`config.mk`:
```
export PLATFORM = sky130hd
export DESIGN_NAME = inverter_pipe_flat
export DESIGN_NICKNAME = d
export VERILOG_FILES = /design/src/rtl/inverter_pipe_if.sv /design/src/rtl/inverter_pipe.sv /design/src/flat_wrapper.sv
export SDC_FILE = /design/constraint.sdc
export NUM_CORES = 1
export LEC_CHECK = 0
export CORE_UTILIZATION = 40
export DETAILED_ROUTE_END_ITERATION = 8
export PLACE_DENSITY = 0.7
export SLEW_MARGIN = 15
export SYNTH_ARGS = -nofsm -noshare
export SYNTH_HDL_FRONTEND = slang
export SYNTH_SLANG_ARGS = --single-unit
```
`constraint.sdc`:
```
create_clock -name clk -period 1.5 [get_ports clk]
set_input_delay 0.225 -clock clk [delete_from_list [all_inputs] [get_ports clk]]
set_output_delay 0.225 -clock clk [all_outputs]
set_load 0.03 [all_outputs]
```
`src/rtl/inverter_pipe_if.sv`:
```
// Streaming bus (valid/ready/data) used on both sides of inverter_pipe.
// A beat transfers on every rising clock edge where valid and ready are both high.
interface inverter_pipe_if #(
    parameter int WIDTH = 8
);
    logic             valid;
    logic             ready;
    logic [WIDTH-1:0] data;

    modport master (output valid, output data, input ready);
    modport slave  (input valid, input data, output ready);
endinterface

```
`src/rtl/inverter_pipe.sv`:
```
// Pipelined WIDTH-bit inverter with run-time selectable transform, STAGES
// register stages behind valid/ready handshakes, and an output beat counter.
module inverter_pipe #(
    parameter int WIDTH  = 8,
    parameter int STAGES = 2,
    parameter int CNTW   = 16
) (
    input  logic               clk,
    input  logic               rst_n,
    input  logic               cfg_we_i,
    input  logic [1:0]         cfg_mode_i,
    input  logic [WIDTH-1:0]   cfg_mask_i,
    inverter_pipe_if.slave     in_i,
    inverter_pipe_if.master    out_o,
    output logic [CNTW-1:0]    beat_cnt_o
);
    // Handshake: a beat moves when valid && ready at a rising edge; valid, once
    // raised by a producer, holds with stable data until ready is seen.
    localparam logic [1:0] MODE_PASS = 2'b00;
    localparam logic [1:0] MODE_INV  = 2'b01;
    localparam logic [1:0] MODE_MASK = 2'b10;
    localparam logic [1:0] MODE_ALT  = 2'b11;

    logic [1:0]        mode_q, mode_d;
    logic [WIDTH-1:0]  mask_q, mask_d;
    logic              phase_q, phase_d;
    logic [CNTW-1:0]   cnt_q, cnt_d;
    logic [STAGES-1:0] vld_q, vld_d;
    logic [WIDTH-1:0]  dat_q [STAGES];
    logic [WIDTH-1:0]  dat_d [STAGES];
    logic [STAGES-1:0] load;
    logic              accept;
    logic [WIDTH-1:0]  xform;

    // A stage may load when it is empty or everything downstream of it moves.
    always_comb begin : ready_chain
        logic c;
        c = out_o.ready;
        for (int k = STAGES - 1; k >= 0; k--) begin
            c       = ~vld_q[k] | c;
            load[k] = c;
        end
    end

    assign in_i.ready = load[0];
    assign accept     = in_i.valid & load[0];

    always_comb begin
        xform = in_i.data;
        case (mode_q)
            MODE_PASS: xform = in_i.data;
            MODE_INV:  xform = ~in_i.data;
            MODE_MASK: xform = in_i.data ^ mask_q;
            MODE_ALT:  xform = phase_q ? ~in_i.data : in_i.data;
            default:   xform = in_i.data;
        endcase
    end

    always_comb begin
        mode_d  = mode_q;
        mask_d  = mask_q;
        phase_d = phase_q;
        if (accept && mode_q == MODE_ALT) phase_d = ~phase_q;
        if (cfg_we_i) begin
            mode_d = cfg_mode_i;
            mask_d = cfg_mask_i;
            if (cfg_mode_i == MODE_ALT) phase_d = 1'b0;
        end
    end

    always_comb begin
        vld_d = vld_q;
        dat_d = dat_q;
        if (load[0]) begin
            vld_d[0] = in_i.valid;
            if (in_i.valid) dat_d[0] = xform;
        end
        for (int k = 1; k < STAGES; k++) begin
            if (load[k]) begin
                vld_d[k] = vld_q[k-1];
                if (vld_q[k-1]) dat_d[k] = dat_q[k-1];
            end
        end
    end

    always_comb begin
        cnt_d = cnt_q;
        if (out_o.valid && out_o.ready) cnt_d = cnt_q + CNTW'(1);
    end

    always_ff @(posedge clk or negedge rst_n) begin
        if (!rst_n) begin
            mode_q  <= MODE_PASS;
            mask_q  <= '0;
            phase_q <= 1'b0;
            cnt_q   <= '0;
            vld_q   <= '0;
            dat_q   <= '{default: '0};
        end else begin
            mode_q  <= mode_d;
            mask_q  <= mask_d;
            phase_q <= phase_d;
            cnt_q   <= cnt_d;
            vld_q   <= vld_d;
            dat_q   <= dat_d;
        end
    end

    assign out_o.valid = vld_q[STAGES-1];
    assign out_o.data  = dat_q[STAGES-1];
    assign beat_cnt_o  = cnt_q;
endmodule
```
`src/flat_wrapper.sv`:
```
// flat-port wrapper written by rule: the top's interface ports become plain ports
module inverter_pipe_flat 
#(
    parameter int WIDTH  = 8,
    parameter int STAGES = 2,
    parameter int CNTW   = 16
)
  (clk, rst_n, cfg_we_i, cfg_mode_i, cfg_mask_i, beat_cnt_o, in_i_valid, in_i_data, in_i_ready, out_o_valid, out_o_data, out_o_ready);
  inverter_pipe_if #(.WIDTH(WIDTH)) in_i_i ();
  inverter_pipe_if #(.WIDTH(WIDTH)) out_o_i ();
  input  logic clk;
  input  logic rst_n;
  input  logic cfg_we_i;
  input  logic [1:0] cfg_mode_i;
  input  logic [WIDTH-1:0] cfg_mask_i;
  output logic [CNTW-1:0] beat_cnt_o;
  input wire logic [$bits(in_i_i.valid)-1:0] in_i_valid;
  input wire logic [$bits(in_i_i.data)-1:0] in_i_data;
  output wire logic [$bits(in_i_i.ready)-1:0] in_i_ready;
  output wire logic [$bits(out_o_i.valid)-1:0] out_o_valid;
  output wire logic [$bits(out_o_i.data)-1:0] out_o_data;
  input wire logic [$bits(out_o_i.ready)-1:0] out_o_ready;
  assign in_i_i.valid = in_i_valid;
  assign in_i_i.data = in_i_data;
  assign in_i_ready = in_i_i.ready;
  assign out_o_valid = out_o_i.valid;
  assign out_o_data = out_o_i.data;
  assign out_o_i.ready = out_o_ready;
  inverter_pipe #(.WIDTH(WIDTH), .STAGES(STAGES), .CNTW(CNTW)) u_core (.clk(clk), .rst_n(rst_n), .cfg_we_i(cfg_we_i), .cfg_mode_i(cfg_mode_i), .cfg_mask_i(cfg_mask_i), .in_i(in_i_i), .out_o(out_o_i), .beat_cnt_o(beat_cnt_o));
endmodule
```
==> flow_metrics.py <==
metrics = {
    "sta": {
        "max_slew.worst_pin.slew_ps": 477,
        "normalized_max_slew_margin": 0.682,
        "setup_repair_after_global_routing_missed_its_margin": "no",
        "final_worst_path_cycle_share": 0.952,
        "achievable-frequency_ghz": 0.700,
        "finalSetupViolations": 0,
        "fin_crit_ps": 1430,
        "finalHoldViolations": 0,
        "clock_skew_ps": 4.95,
        "final_max_slew_viol_count": 0,
        "tns_ps": 0,
    },
    "critical_path": {
        "critPathCaptureType": "output port",
        "cp.required_ps": 1270,
        "cp.depth": 4,
        "endpoint": "in_i_ready",
        "worst_r2r_path_depth": 5,
        "worst_setup_path_start_kind": "input port",
        "max_stage_delay_ps": 450,
        "timing.critical_path.max_delay_family": "buffers and inverters",
        "critical_path.n_buffers_inverters": 3,
        "regToRegStartpoint": "u_core.beat_cnt_o[0]$_DFFE_PN0P_",
        "crit_path_start": "out_o_ready",
        "crit_arrival_ps": 1200,
        "most_repeated_library_cell_on_the_critical_path": "buf_4",
        "critPathMaxFanout": 4,
        "timing.reg2reg.setup_slack_ps": 100,
        "r2r-end": "u_core.beat_cnt_o[6]$_DFFE_PN0P_",
        "critical_path_cell_by_cell": "clkdlybuf4s50_1 > nand3b_1 > buf_4 > buf_4",
        "setup.worst_path.class": "in -> out",
        "timing.critical_path.slowest_stage_cell": "clkdlybuf4s50_1",
    },
    "floorplanning": {
        "dieHeight_um": 72.5,
        "initial_utilization": 0.418,
        "num_rows": 25,
        "die_width_um": 72.5,
        "core-area_um2": 4750,
        "io_pins": 49,
        "die-area_um2": 5260,
    },
    "synth": {
        "yosysSeqAreaShare": 0.566,
        "synth_fp_nets": 184,
        "yosys.cell_types.count": 25,
        "post_synth_main_area_contributors": "dfrtp_1, mux2_2, xor2_1",
        "synth_top_area_frac": 0.566,
        "synth-simple-area-share": 0.113,
        "gate_count_of_the_mapped_netlist": 160,
        "netlist.top_cell.by_area": "dfrtp_1",
        "synth_top_family_by_area": "simple AND/OR/NAND/NOR gates",
        "summed_instance_area_of_the_synthesized_netlist_um2": 1990,
        "yosys_warns": 0,
        "count_of_state_elements_after_synthesis": 45,
        "synth.mux.area_fraction": 0.108,
        "synth_xor_area_frac": 0.110,
        "fraction_of_the_mapped_netlist_area_in_compound_gates": 0.0535,
        "postSynthAreaPerCell_um2": 12.4,
        "yosys.area_share.adder": 0.00629,
    },
    "placed_design": {
        "place.detailed.instances": 269,
        "postPlaceCellArea_um2": 2560,
        "place_congestion": 0.757,
        "placement.io_buffers": 48,
        "place_hpwl_mm": 2.86,
    },
    "drt": {
        "routed_wirelength_mm": 3.62,
        "via_count": 1315,
        "drt_first_pass_iters": 4,
        "avgViaCountPerCell": 4.71,
        "routed_wirelength_normalized_by_instance_count_um": 13.0,
        "detailedRoute.firstIterationViolations": 42,
        "ant_nets_after_route": 0,
        "drcViolationCount": 0,
    },
    "worst_hold_path": {
        "holdCritPathClass": "in -> async",
    },
    "power": {
        "seq_power_share": 0.442,
        "power_per_standard_cell_area_nw_per_um2": 1410,
        "static-leakage-power_nw": 1.25,
        "vdd.ir_drop.worst_mv": 0.627,
        "power.clock.fraction": 0.245,
        "design_power_total_w": 0.00377,
        "p_sw_frac": 0.327,
        "power.switching_w": 0.00124,
        "p_int_w": 0.00254,
        "pwr-share-comb": 0.313,
    },
    "finish": {
        "share_of_cells_above_drive_strength_1": 0.212,
        "layout.nets": 235,
        "fillers": 428,
        "layout.core_utilization": 0.561,
        "post_layout_nonfiller_instances": 279,
        "post-route-cell-area_um2": 2670,
        "syn2layout_area_growth_pct": 34.2,
        "n_antenna_cell": 0,
    },
    "clocking": {
        "clockBufferDepth": 2,
        "numCtsBuffers": 5,
        "tritoncts": "yes",
        "worst_skew_pair_latency_ps": 290,
        "ctsHtreeMaxLevel": 2,
        "root_buffer": "clkbuf_8",
        "clock-sinks": 45,
        "clk_transition_reported_paths_ps": 80,
    },
    "grt": {
        "grt_first_pass_wirelength_mm": 6.11,
        "number_of_antenna_violations_at_the_first_check_in_global_routing": 0,
        "global_route.overflow_total": 0,
        "first_global_vias": 1342,
        "grt_start_max_net_pins": 26,
        "grtUsageTotal": 0.156,
    },
    "run_status": {
        "run_status": "complete, no violations",
    },
    "run": {
        "timing.max_cap.violations": 0,
    },
}
## worst min-delay path by stage
stage	end	slack (ps)	cells after the start
after floorplan	u_core.beat_cnt_o[0]$_DFFE_PN0P_	-70	0
after global placement	u_core.out_o.data[3]$_DFFE_PN0P_	210	1
after detailed placement	u_core.out_o.data[3]$_DFFE_PN0P_	210	1
after CTS	u_core.out_o.data[5]$_DFFE_PN0P_	440	2
after global routing	u_core.out_o.data[5]$_DFFE_PN0P_	470	2
final	u_core.out_o.data[5]$_DFFE_PN0P_	430	2
## cell type report
type | count | area, um^2 | share of cell area
Sequential cell | 45 | 1130 | 0.423
Multi-Input combinational cell | 101 | 782 | 0.293
Timing Repair Buffer | 58 | 557 | 0.209
Clock buffer | 7 | 86.3 | 0.0323
Tap cell | 67 | 83.8 | 0.0314
Clock inverter | 1 | 30.0 | 0.0113
## worst register-to-register path, delay by kind of cell (launching register included)
kind                       cells  cell delay [ps]
xor gates and xnor gates       1              130
adders and majority gates      1              200
DFF                            1              430
and+or+nand+nor                3              530
## per-stage QoR
stage | setup slack, ps | hold WS (ps)
3_3_place_gp | -166 | 208
3_5_place_dp | -207 | 212
2_1_floorplan | 22.3 | -70.6
5_1_grt | 13.3 | 469
6_report | 72.3 | 428
4_1_cts | 51.6 | 443
## kinds of logic after synthesis
kind of cell | Yosys count
AO/OA/AOI/OAI | 17
multiplexers | 19
adder cells (fa/ha/maj) | 1
flip-flops | 45
AND/OR/NAND/NOR | 40
XOR/XNOR | 24
buffers and inverters | 14
## sequential cells by signal, indices dropped and copies added, names as in the netlist
register and cells:
u_core.phase_q 1, u_core.dat_q 8, u_core.vld_q 2, u_core.beat_cnt_o 16, u_core.mask_q 8, u_core.mode_q 2
u_core.out_o.data 8
## cells in the final DEF (no fill, tap or decap), drive strengths merged, types with 2 or more instances in the layout
cell type / instances
dfrtp: 45
dlygate4sd2: 25
clkdlybuf4s50: 21
mux2: 19
nand2: 15
xor2: 13
xnor2: 11
buf: 11
a22oi: 8
o21ai: 8
clkbuf: 7
nand3: 5
and3: 5
and4: 4
nand2b: 3
and2: 3
nand4: 2
## cell usage after synthesis, drive strengths merged
| library cell | number |
|---|---|
| dfrtp | 45 |
| mux2 | 19 |
| nand2 | 15 |
| xor2 | 13 |
| xnor2 | 11 |
| buf | 10 |
| a22oi | 8 |
| o21ai | 8 |
| and3 | 5 |
| nand3 | 5 |
| and4 | 4 |
| clkbuf | 4 |
| and2 | 3 |
| nand2b | 3 |
| nand4 | 2 |
| a31oi | 1 |
| ha | 1 |
| nand3b | 1 |
| nor2b | 1 |
| or2b | 1 |
## per-layer routing
| layer | GRT usage | wire (um) | up-vias |
|---|---|---|---|
| li1 | - | - | 645 |
| met1 | 0.193 | 1560 | 638 |
| met2 | 0.255 | 1860 | 26 |
| met3 | 0.0389 | 110 | 6 |
| met4 | 0.0741 | 83 | 0 |
| met5 | 0 | 0 | - |
## power groups by stage
stage | Combinational [W] | Clock, W | Sequential (W)
floorplan | 0.000699 | 0 | 0.00183
detailed placement | 0.00130 | 0 | 0.00171
finish | 0.00118 | 0.000925 | 0.00167
CTS | 0.00119 | 0.000957 | 0.00168
global route | 0.00128 | 0.000991 | 0.00172
global placement | 0.00127 | 0 | 0.00169
## timing repair
item	in CTS	in global routing
hold buffers	1	0
resized for setup	25	1
setup buffers	0	1
endpoints found under the setup margin	25	5
hold endpoints to repair	20	0
No activity file was read; power rests on OpenSTA's default activity.
